===== config.mk =====
export PLATFORM = sky130hd
export DESIGN_NAME = slave_mem
export DESIGN_NICKNAME = d
export VERILOG_FILES = /design/src/rtl/crossbar_pkg.sv /design/src/rtl/slave_regfile.sv /design/src/rtl/slave_mem.sv
export SDC_FILE = /design/constraint.sdc
export NUM_CORES = 1
export LEC_CHECK = 0
export ABC_AREA = 1
export CORE_MARGIN = 1
export CORE_UTILIZATION = 40
export DETAILED_ROUTE_END_ITERATION = 6
export SLEW_MARGIN = 10
export SYNTH_ARGS = -nofsm -noshare
export SYNTH_HDL_FRONTEND = slang
export SYNTH_SLANG_ARGS = --single-unit

===== constraint.sdc =====
create_clock -name clk -period 9.4 [get_ports clk]
set_input_delay 1.88 -clock clk [delete_from_list [all_inputs] [get_ports clk]]
set_output_delay 1.88 -clock clk [all_outputs]
set_load 0.01 [all_outputs]

===== src/rtl/crossbar_pkg.sv =====
// Shared crossbar types and constants: slave FSM state encoding, command
// codes, wait-counter width and default bus widths.
package crossbar_pkg;

    localparam int unsigned DW_DEFAULT = 8;
    localparam int unsigned AW_DEFAULT = 4;

    // Wait counter width; LATENCY is limited to 0..15 so it never wraps.
    localparam int unsigned CNT_W = 4;

    localparam logic CMD_READ  = 1'b0;
    localparam logic CMD_WRITE = 1'b1;

    typedef enum logic [1:0] {
        IDLE = 2'd0,
        WAIT = 2'd1,
        ACK  = 2'd2
    } state_t;

endpackage


===== src/rtl/slave_regfile.sv =====
// DEPTH x DW register file behind a slave endpoint.
// Ports:
//   clk, reset   clock, asynchronous active-high reset (all words -> RESET_VAL)
//   we           synchronous write enable
//   waddr/wdata  write address/data; writes to addr >= DEPTH are dropped
//   raddr        combinational read address
//   rdata_c      combinational read data; 0 for addr >= DEPTH
module slave_regfile #(
    parameter int unsigned DW        = 8,
    parameter int unsigned AW        = 4,
    parameter int unsigned DEPTH     = 12,
    parameter int unsigned RESET_VAL = 0
) (
    input  logic          clk,
    input  logic          reset,
    input  logic          we,
    input  logic [AW-1:0] waddr,
    input  logic [DW-1:0] wdata,
    input  logic [AW-1:0] raddr,
    output logic [DW-1:0] rdata_c
);

    logic [DW-1:0] mem [DEPTH];

    // Address decode by comparison so unmapped addresses match no word.
    always_ff @(posedge clk or posedge reset) begin
        if (reset) begin
            for (int i = 0; i < int'(DEPTH); i++) begin
                mem[i] <= DW'(RESET_VAL);
            end
        end else if (we) begin
            for (int i = 0; i < int'(DEPTH); i++) begin
                if (waddr == AW'(i)) begin
                    mem[i] <= wdata;
                end
            end
        end
    end

    // Unmapped reads fall through to zero.
    always_comb begin
        rdata_c = '0;
        for (int i = 0; i < int'(DEPTH); i++) begin
            if (raddr == AW'(i)) begin
                rdata_c = mem[i];
            end
        end
    end

endmodule


===== src/rtl/slave_mem.sv =====
// Crossbar slave endpoint: accepts an arbitrated request, waits LATENCY
// cycles, then commits the access to a small register file and strobes ack.
// Ports:
//   clk, reset  clock, asynchronous active-high reset
//   req         request, held high by the arbiter until ack
//   cmd         1 = write, 0 = read (sampled with req)
//   addr        word address (sampled with req)
//   wdata       write data (sampled with req)
//   ack         one-cycle completion strobe
//   rdata       read data, valid in the ack cycle and held afterwards
//   busy        high whenever the FSM is not IDLE
module slave_mem
    import crossbar_pkg::*;
#(
    parameter int unsigned DW        = DW_DEFAULT,
    parameter int unsigned AW        = AW_DEFAULT,
    parameter int unsigned DEPTH     = 12,
    parameter int unsigned LATENCY   = 2,
    parameter int unsigned RESET_VAL = 0
) (
    input  logic          clk,
    input  logic          reset,
    input  logic          req,
    input  logic          cmd,
    input  logic [AW-1:0] addr,
    input  logic [DW-1:0] wdata,
    output logic          ack,
    output logic [DW-1:0] rdata,
    output logic          busy
);

    state_t           state, state_nxt;
    logic [CNT_W-1:0] cnt, cnt_nxt;

    logic             h_cmd;
    logic [AW-1:0]    h_addr;
    logic [DW-1:0]    h_wdata;

    logic             commit_c;
    logic             op_cmd_c;
    logic [AW-1:0]    op_addr_c;
    logic [DW-1:0]    op_wdata_c;
    logic [DW-1:0]    rf_rdata_c;

    // State register and wait counter.
    always_ff @(posedge clk or posedge reset) begin
        if (reset) begin
            state <= IDLE;
            cnt   <= '0;
        end else begin
            state <= state_nxt;
            cnt   <= cnt_nxt;
        end
    end

    // Next-state logic; dropping req during WAIT aborts the transaction.
    always_comb begin
        state_nxt = state;
        cnt_nxt   = cnt;
        case (state)
            IDLE: begin
                if (req) begin
                    if (LATENCY == 0) begin
                        state_nxt = ACK;
                    end else begin
                        state_nxt = WAIT;
                        cnt_nxt   = CNT_W'(LATENCY);
                    end
                end
            end
            WAIT: begin
                if (!req) begin
                    state_nxt = IDLE;
                    cnt_nxt   = '0;
                end else if (cnt > CNT_W'(1)) begin
                    cnt_nxt = cnt - CNT_W'(1);
                end else begin
                    state_nxt = ACK;
                    cnt_nxt   = '0;
                end
            end
            ACK: begin
                state_nxt = IDLE;
            end
            default: begin
                state_nxt = IDLE;
                cnt_nxt   = '0;
            end
        endcase
    end

    // Outputs decoded from registered state only.
    always_comb begin
        ack  = 1'b0;
        busy = 1'b0;
        if (state == ACK) begin
            ack = 1'b1;
        end
        if (state != IDLE) begin
            busy = 1'b1;
        end
    end

    // Holding registers capture the operands on acceptance.
    always_ff @(posedge clk or posedge reset) begin
        if (reset) begin
            h_cmd   <= CMD_READ;
            h_addr  <= '0;
            h_wdata <= '0;
        end else if (state == IDLE && req) begin
            h_cmd   <= cmd;
            h_addr  <= addr;
            h_wdata <= wdata;
        end
    end

    // With zero latency the commit happens on the accepting edge, so the
    // operands come straight from the inputs rather than the holding regs.
    always_comb begin
        commit_c   = (state != ACK) && (state_nxt == ACK);
        op_cmd_c   = h_cmd;
        op_addr_c  = h_addr;
        op_wdata_c = h_wdata;
        if (state == IDLE) begin
            op_cmd_c   = cmd;
            op_addr_c  = addr;
            op_wdata_c = wdata;
        end
    end

    slave_regfile #(
        .DW        (DW),
        .AW        (AW),
        .DEPTH     (DEPTH),
        .RESET_VAL (RESET_VAL)
    ) u_regfile (
        .clk     (clk),
        .reset   (reset),
        .we      (commit_c && (op_cmd_c == CMD_WRITE)),
        .waddr   (op_addr_c),
        .wdata   (op_wdata_c),
        .raddr   (op_addr_c),
        .rdata_c (rf_rdata_c)
    );

    // Read data loads on the edge entering ACK; writes leave it untouched.
    always_ff @(posedge clk or posedge reset) begin
        if (reset) begin
            rdata <= DW'(RESET_VAL);
        end else if (commit_c && (op_cmd_c == CMD_READ)) begin
            rdata <= rf_rdata_c;
        end
    end

endmodule


==> out/metrics.cfg <==
[status]
status=completed

[routing]
wirelength_um=13570
via_per_inst=5.023
ant_nets=0
avgRoutedWirePerCell_um=15.85
vias=4300
drc=0
drt_iter0_markers=283
firstDrtPassIters=5

[worst_hold_path]
min_path_type=register to register

[critical_path]
endpoint_kind=output port
setup.worst_path.start_class=register
cp_max_fo=22
critPathKind=register to output port
worstPathRequired_ns=7.52
cp.arrival_ns=1.98

[clocking]
post-cts-setup-buffers=0
cts_root_buf=clkbuf_16
clock_latency_ns=0.42
cts_resized=0
cts_tree=built
postCtsHoldBufs=0
clk_pin_slew_ns=0.05
clockBufferDepth=2
h-tree-depth=4
cts-buffers-inserted=17
clock_sinks=123

[finish]
post-route-util=0.4755
diodes=0
area_growth_pct=16.07
final_net_count=679
drive_gt1_frac=0.2128

[sta]
whs_ns=0.4766
finalCriticalPeriod_ns=3.857
slew_headroom=0.2584
post-route-period-util=0.4103
hold_viol=0
setup_tns_ns=0
grt_setup_unrepaired=false
clock.fmax_mhz=259.3
setup_violations=0
tightest_slew_ns=1.105
slew_viol_final=0
fin_worst_skew_ns=0.008380

[die]
initial_core_util=0.4097
core.rowCount=44
die_height_um=123.8
ios=26
dieArea_mm2=0.01532
core_mm2=0.01448
die_w_um=123.8

[global_routing]
grt_usage=0.2052
grt_max_degree=70
grt_pass1_wl_um=23080
globalRouteOverflowTotal=0
antenna_found_initial=0
grt_pass1_vias=4479

[place]
port_buffers=25
routabilityCongestion=0.7864
dp.final_hpwl_um=9314

[synthesis]
ys.warnings.count=0
yosysSeqAreaShare=0.5189
ys_ff_latch=123
synth_area_leaders=dfrtp_1 52%, mux2_2 12%, nand2_1 11%
yosysUniqueCellTypes=32
synth_cells=630
synth.top_cell.area_share=0.5189
synthesis.nets=648
avgSynthCellArea_um2=9.416
post-synth-top-area-cell=dfrtp_1
syn_area_mm2=0.005932

[flow_run]
drv_cap=0

[power]
ir_drop_mv=0.1469
power.density_mw_per_mm2=329.4
power.static_leakage_nw=3.429

[logic make-up after synthesis]
logic type,synth area share
buffers and inverters,0.06665
adder cells (fa/ha/maj),0.004218
AO/OA/AOI/OAI,0.06687
AND/OR/NAND/NOR,0.2105
flip-flops,0.5189
multiplexers,0.1329
[stage by stage]
stage	cells	setup slack, ns	power, mW	instance area, um^2
CTS	856	5.534	2.281	6885
floorplan	630	4.249	1.397	5932
detailed placement	826	5.153	1.666	6341
global placement	826	5.246	1.635	6341
global route	856	5.449	2.437	6885
finish	856	5.543	2.268	6885
[final timing paths]
kind / startpoint / end / slack [ns] / cells after the start
max: state[1]$_DFF_PP0_ / busy / 5.54 / 3
min: rdata[3]$_DFFE_PP0P_ / rdata[3]$_DFFE_PP0P_ / 0.48 / 2
max reg2reg: state[1]$_DFF_PP0_ / u_regfile.mem[75]$_DFFE_PP0P_ / 6.68 / 8
min reg2reg: rdata[3]$_DFFE_PP0P_ / rdata[3]$_DFFE_PP0P_ / 0.48 / 2
max in group asynchronous: reset / u_regfile.mem[26]$_DFFE_PP0P_ / 6.08 / 3
min in group asynchronous: reset / h_wdata[3]$_DFFE_PP0P_ / 1.93 / 2
[where the power goes]
group	switching, mW	total (mW)	internal, mW
sequential	0.101	0.827	0.726
clock	0.227	0.605	0.378
combinational	0.547	0.836	0.289
[sequential cells by signal, indices dropped and copies added (netlist names)]
register,flops
h_cmd,1
cnt,4
u_regfile.mem,96
rdata,8
state,2
h_wdata,8
h_addr,4
[cells in the final DEF, fill, tap and decap left out, drive strengths merged]
cell type | netlist | routed
a21oi | 12 | 12
a31oi | 1 | 1
and3 | 2 | 2
buf | 10 | 7
bufinv | 0 | 1
clkbuf | 10 | 22
clkdlybuf4s50 | 0 | 25
clkinv | 1 | 6
clkinvlp | 0 | 2
dfrtp | 123 | 123
ha | 2 | 2
inv | 70 | 70
mux2 | 70 | 70
nand2 | 176 | 176
nand3 | 11 | 11
nand4 | 16 | 16
nor2 | 56 | 56
nor3 | 6 | 6
o211ai | 1 | 1
o21ai | 62 | 62
o221ai | 1 | 1
[cell usage after synthesis, drive strengths merged]
library cell / instances
o211ai: 1
nand2: 176
buf: 10
mux2: 70
nor3: 6
a31oi: 1
o221ai: 1
dfrtp: 123
clkinv: 1
a21oi: 12
o21ai: 62
nor2: 56
nand4: 16
clkbuf: 10
inv: 70
nand3: 11
and3: 2
ha: 2
[critical path, stage by stage (launching register included)]
cell and delay, ns:
dfrtp_1 0.47, inv_1 0.13, nand2_2 0.35, clkdlybuf4s50_1 0.62
[per-layer routing]
layer  share of wire  track usage
met1            0.47       0.2710
met5               0            0
met4           0.016      0.08509
met3           0.030      0.04670
met2            0.48       0.3240
[final cells by class]
| class | count | area [um^2] |
|---|---|---|
| fill | 1335 | 7594 |
| tap | 184 | 230.2 |
| clock buffer | 22 | 474.2 |
| clock inverter | 8 | 70.07 |
| sequential | 123 | 3078 |
| multi-input combinational | 416 | 2459 |
| timing repair buffer | 32 | 302.8 |
| inverter | 71 | 271.5 |
No activity file was read; power rests on OpenSTA's default activity.
